### config.mk
export PLATFORM = sky130hd
export DESIGN_NAME = univ_shift_reg_n
export DESIGN_NICKNAME = d
export VERILOG_FILES = /design/src/rtl/univ_shift_reg_n.sv
export SDC_FILE = /design/constraint.sdc
export NUM_CORES = 1
export LEC_CHECK = 0
export ABC_AREA = 1
export CAP_MARGIN = 10
export CORE_MARGIN = 8
export CORE_UTILIZATION = 25
export DETAILED_ROUTE_END_ITERATION = 7
export GPL_TIMING_DRIVEN = 1
export SETUP_SLACK_MARGIN = 0.02
export SYNTH_ARGS = -nofsm -noshare
export SYNTH_HDL_FRONTEND = slang
export SYNTH_SLANG_ARGS = --single-unit
### constraint.sdc
create_clock -name clk -period 3 [get_ports clk]
set_input_delay 0.9 -clock clk [delete_from_list [all_inputs] [get_ports clk]]
set_output_delay 0.9 -clock clk [all_outputs]
set_load 0.01 [all_outputs]
### src/rtl/univ_shift_reg_n.sv
// Parametrised universal shift register with load/shift/rotate/arith-shift modes
// and a self-timed burst-shift engine reporting busy/done.
//
// state | meaning
// IDLE  | accepts mode commands when en=1
// BUSY  | burst in progress, one shift per enabled edge, cnt counts down
// DONE  | single-cycle completion pulse, also accepts commands
module univ_shift_reg_n #(
   parameter int WIDTH = 8,
   parameter int LW    = $clog2(WIDTH+1)
) (
   input  logic             clk,
   input  logic             rst,
   input  logic             en,
   input  logic [2:0]       mode,
   input  logic [WIDTH-1:0] din,
   input  logic             sinl,
   input  logic             sinr,
   input  logic             dir,
   input  logic [LW-1:0]    burst_len,
   output logic [WIDTH-1:0] q,
   output logic             sout_l,
   output logic             sout_r,
   output logic             busy,
   output logic             done
);

   typedef enum logic [1:0] {IDLE, BUSY, DONE} state_t;

   localparam logic [LW-1:0] LEN_MAX = LW'(WIDTH);

   state_t           state, state_nx;
   logic [WIDTH-1:0] q_nx;
   logic [LW-1:0]    cnt, cnt_nx, len;
   logic             dir_r, dir_nx;

   assign len    = (burst_len > LEN_MAX) ? LEN_MAX : burst_len;
   assign sout_l = q[WIDTH-1];
   assign sout_r = q[0];
   assign busy   = (state == BUSY);
   assign done   = (state == DONE);

   always_ff @(posedge clk or posedge rst) begin
      if (rst) begin
         state <= IDLE;
         q     <= '0;
         cnt   <= '0;
         dir_r <= 1'b0;
      end else begin
         state <= state_nx;
         q     <= q_nx;
         cnt   <= cnt_nx;
         dir_r <= dir_nx;
      end
   end

   always_comb begin
      state_nx = state;
      q_nx     = q;
      cnt_nx   = cnt;
      dir_nx   = dir_r;
      if (state == BUSY) begin
         if (en) begin
            q_nx   = dir_r ? {q[WIDTH-2:0], sinl} : {sinr, q[WIDTH-1:1]};
            cnt_nx = cnt - LW'(1);
            if (cnt == LW'(1))
               state_nx = DONE;
         end
      end else begin
         // DONE falls back to IDLE unless a burst start below overrides it
         if (state == DONE)
            state_nx = IDLE;
         if (en) begin
            case (mode)
               3'b000: q_nx = din;
               3'b001: q_nx = {q[WIDTH-2:0], sinl};
               3'b010: q_nx = {sinr, q[WIDTH-1:1]};
               3'b011: q_nx = q;
               3'b100: q_nx = {q[WIDTH-2:0], q[WIDTH-1]};
               3'b101: q_nx = {q[0], q[WIDTH-1:1]};
               3'b110: q_nx = {q[WIDTH-1], q[WIDTH-1:1]};
               3'b111: begin
                  dir_nx   = dir;
                  cnt_nx   = len;
                  state_nx = (len == '0) ? DONE : BUSY;
               end
            endcase
         end
      end
   end

endmodule

Word level (Yosys, flattened, before mapping)
Index checks and enable logic that the tools add are counted.
{"block": "totals", "regBits": 15, "elab_cells": 47, "output_inout_bits": 12, "inputBits": 21}
{"block": "op_classes", "add_sub_neg": 1, "reduce_logical": 10, "n_bitwise": 1, "n_lt_le_gt_ge": 1, "n_mux": 17, "n_eq_ne": 12}
{"operator": "8-bit case mux with 6 select lines", "n": 1}
{"operator": "8-bit two-way mux", "n": 4}
{"operator": "4-bit two-way mux", "n": 5}
{"operator": "2-bit two-way mux", "n": 7}
{"operator": "3-bit == test (second input constant)", "n": 4}
{"operator": "7-bit nonzero test", "n": 1}
{"operator": "2-bit AND reduction", "n": 3}
{"operator": "3-bit AND reduction", "n": 2}
{"operator": "6-bit nonzero test", "n": 1}
{"operator": "4-bit by 1-bit == test with 1-bit output (second input constant)", "n": 1}
{"operator": "4-bit greater-than comparator (second input constant)", "n": 1}
{"operator": "4-bit zero test", "n": 1}
{"operator": "2-bit inequality test (second input constant)", "n": 2}
{"operator": "4-bit by 1-bit subtractor with 4-bit output (second input constant)", "n": 1}
{"operator": "3-bit by 1-bit == test with 1-bit output (second input constant)", "n": 1}
{"operator": "3-bit by 2-bit == test with 1-bit output (second input constant)", "n": 1}
{"operator": "3-bit zero test", "n": 1}
{"operator": "2-bit by 1-bit == test with 1-bit output (second input constant)", "n": 1}
{"operator": "2-bit == test (second input constant)", "n": 1}
{"operator": "2-bit by 1-bit inequality test with 1-bit output (second input constant)", "n": 1}
{"operator": "2-bit nonzero test", "n": 1}
{"operator": "1-bit NOT", "n": 1}

Logic depth before layout (Yosys ltp)
{"block": "logic_depth", "word_depth": 7, "depth_mapped": 8, "mapped_depth_nobuf": 8}

Worst setup path before layout
Ideal clock, no wire load.
{"block": "synth_path", "path_type": "input to register", "startpoint": "input mode[2]", "endpoint": "register q[0]", "arrival_time_ps": 1519, "stages": 8, "n_path_buf": 0, "required_ps": 2879, "slack_ps": 1360, "setup_ps": 121, "path_cell_list": "inv_1 nand2_4 nand2_4 nand3b_1 nand2_1 clkinv_1 nand2_1 a21oi_1"}
{"block": "synth_between", "elab_chain_cells": 4, "elab_cells_between_ends": 11, "cone_classes": "eq/ne: 5; mux: 3; reduce/logical: 3"}
{"element": "from (decl)", "line_no": "15", "rtl": "input logic [2:0] mode,"}
{"element": "3-bit == test, or another cell as far along", "line_no": "74", "rtl": "case (mode)"}
{"element": "8-bit case mux with 6 select lines", "line_no": "74"}
{"element": "8-bit two-way mux", "line_no": "73", "rtl": "if (en) begin"}
{"element": "8-bit two-way mux", "line_no": "62", "rtl": "if (state == BUSY) begin"}
{"element": "to (signal assigned)", "line_no": "51", "rtl": "q <= q_nx;"}
{"element": "to (decl)", "line_no": "21", "rtl": "output logic [WIDTH-1:0] q,"}
Parallel ways exist; a longest one is shown, timed or not. The select of a mux whose other input is x is not followed.
A chain may end at the register's enable or synchronous reset.

Worst setup path after layout
{"block": "layout_path", "startpoint": "register state[1]", "endpoint": "output busy"}
{"block": "layout_between", "elab_chain_cells": 1}
{"element": "from (decl)", "line_no": "32", "rtl": "state_t state, state_nx;"}
{"element": "from (signal assigned)", "line_no": "50", "rtl": "state <= state_nx;"}
{"element": "2-bit by 1-bit == test with 1-bit output", "line_no": "40", "rtl": "assign busy = (state == BUSY);"}
{"element": "to (decl)", "line_no": "24", "rtl": "output logic busy,"}
No other way between the ends.

==> results.cfg <==
[run_status]
status = finished clean

[timing]
hold_violations = 0
tns_ns = 0
slew_violations = 0
worstMarginPinSlew_ns = 0.601
fmax_mhz = 428
maxSlewHeadroom = 0.599
finalCriticalPeriod_ns = 2.34
rsz0062_at_grt = no
period_share = 0.779
setup_viol = 0
final.setup_skew_ns = 0.00391

[worst_hold_path]
hp-start = state[0]$_DFFE_PP0P_
hold_class = register to register

[cts]
cts_made_buffers = 3
cts_sinks = 15
clockRootBuffer = clkbuf_8
cts_setup_buffers = 0
cts_tree = done
clkTransAtPathRegs_ns = 0.07
cts_resized = 0
cts_hold_buf = 0
clk_path_buf_depth = 2
clock_latency_ns = 0.25
h-tree-depth = 1

[grt]
antenna_found_initial = 0
grt_max_degree = 24
grt_pass1_vias = 1320
grt-ovfl-total = 0
grt_usage = 0.0962
grt_pass1_wl_mm = 5.98

[yosys]
synth_fp_nets = 209
ys_seq_area_frac = 0.301
synth-warning-count = 0
syn_area_per_cell_um2 = 6.70
syn-instance-count = 186
syn_area_um2 = 1250
synth_cell_types = 25
synth-seq-cells = 15

[power]
power_uw = 1410
leakagePower_uw = 0.000751
peakVddDrop_v = 0.000323
p_per_area_nw_per_um2 = 841

[setup_path]
critPathRequiredTime_ns = 2.10
worst_path_largest_cell_delay_ns = 0.55
worst-path-buf-inv = 3
crit_path_end_kind = output pin
start_kind = register
critPathKind = register to output pin
startpoint = state[1]$_DFFE_PP0P_
timing.rr.start = dir_r$_DFFE_PP0P_
crit_family = buffers and inverters
crit_chain = inv_1 -> nand2_2 -> inv_2 -> clkdlybuf4s50_1
worst-path-max-fanout = 5
arrival_ns = 1.44
worst_path_max_delay_cell = clkdlybuf4s50_1

[detailed_routing]
wl_per_cell_um = 12.3
routed_wl_mm = 3.50
detailroute.via_count = 1312
drcViolationCount = 0
drtPass1Iterations = 4
first_iter_violations = 91
drtAntennaViolNets = 0
vias_per_cell = 4.60

[placed_design]
hpwl_mm = 2.70
gp_congestion = 0.828
port_buffers = 32

[cells_and_area]
final_cell_mix = 46 x nand2_1, 32 x clkdlybuf4s50_1, 22 x nor2_1
syn2layout_area_growth_pct = 34.1
mostFrequentLayoutCell = nand2_1
finalNetCount = 242
diodes = 0
drive_above_1_share = 0.0963

[floorplan]
row_count = 25
fp.coreArea_um2 = 4750
die_height_um = 86.6
die_w_um = 86.6
io_pins = 33
start_util = 0.262
die_area_um2 = 7500

[run]
drv_cap = 0
[per-layer routing]
layer | vias up | global-route usage | wire, µm
met5 | - | 0 | 0
met3 | 4 | 0.0236 | 259
li1 | 678 | - | -
met1 | 591 | 0.122 | 1640
met2 | 39 | 0.149 | 1580
met4 | 0 | 0.0438 | 30
[where the power goes]
group          switching (µW)  total [µW]  leakage [µW]  internal, µW
clock                    74.0         166     0.0000255          91.9
sequential                143         446      0.000173           303
combinational             429         794      0.000552           365
total                     645        1410      0.000751           761
[path summary, 6_finish.rpt]
kind,endpoint,slack [ns],cells after the start
setup / recovery,busy,0.66,4
hold / removal,state[0]$_DFFE_PP0P_,0.58,2
setup reg to reg,q[3]$_DFFE_PP0P_,1.65,5
hold reg to reg,state[0]$_DFFE_PP0P_,0.58,2
max in group asynchronous,q[6]$_DFFE_PP0P_,1.59,2
min in group asynchronous,q[5]$_DFFE_PP0P_,1.02,2
[stage by stage]
| step | worst slack, ns | area [µm²] | hold slack (ns) | instances | utilization |
|---|---|---|---|---|---|
| finish | 0.663 | 1670 | 0.585 | 285 | 0.352 |
| global route | 0.597 | 1670 | 0.623 | 285 | 0.352 |
| detailed placement | 0.611 | 1630 | 0.571 | 281 | 0.342 |
| floorplan | 1.36 | 1250 | 0.533 | 186 | - |
| global placement | 0.614 | 1630 | 0.572 | 281 | 0.342 |
| CTS | 0.648 | 1670 | 0.586 | 285 | 0.352 |
[logic make-up (layout without fill, tap and decap cells)]
kind of cell	after synthesis	after routing	synth area share
AO/OA/AOI/OAI	33	33	0.161
buffers and inverters	26	58	0.0894
flip-flops	15	15	0.301
AND/OR/NAND/NOR	109	109	0.422
adder cells (fa/ha/maj)	2	2	0.0201
XOR/XNOR	1	1	0.00703
[state kept, by name (all words and copies together), names as in the netlist]
signal and cells:
q 8, cnt 4, dir_r 1, state 2
[synthesized netlist by cell type (all sizes together)]
library cell | count | area share
dfrtp | 15 | 0.30
xor2 | 1 | 0.0070
buf | 5 | 0.026
nand3 | 19 | 0.076
ha | 2 | 0.020
nand4 | 8 | 0.040
o22ai | 2 | 0.010
o211ai | 1 | 0.010
clkinv | 3 | 0.0090
nor3 | 1 | 0.0080
nand2 | 53 | 0.19
nor2b | 1 | 0.0050
nand3b | 3 | 0.018
o21ai | 9 | 0.054
a21oi | 20 | 0.080
inv | 18 | 0.054
nor2 | 24 | 0.080
a21boi | 1 | 0.0060
[tightest hold or removal path: stages, from the launching register on]
cell and delay, ns:
dfrtp_1 0.41, o211ai_2 0.10, nand2_1 0.05
[layout make-up]
class	instances	area [µm²]
fill	521	3080
multi-input combinational	145	759
sequential	15	375
timing repair buffer	33	328
tap	67	83.8
inverter	21	78.8
clock buffer	3	41.3
clock inverter	1	5.00
(Power assumes the default switching activity.)
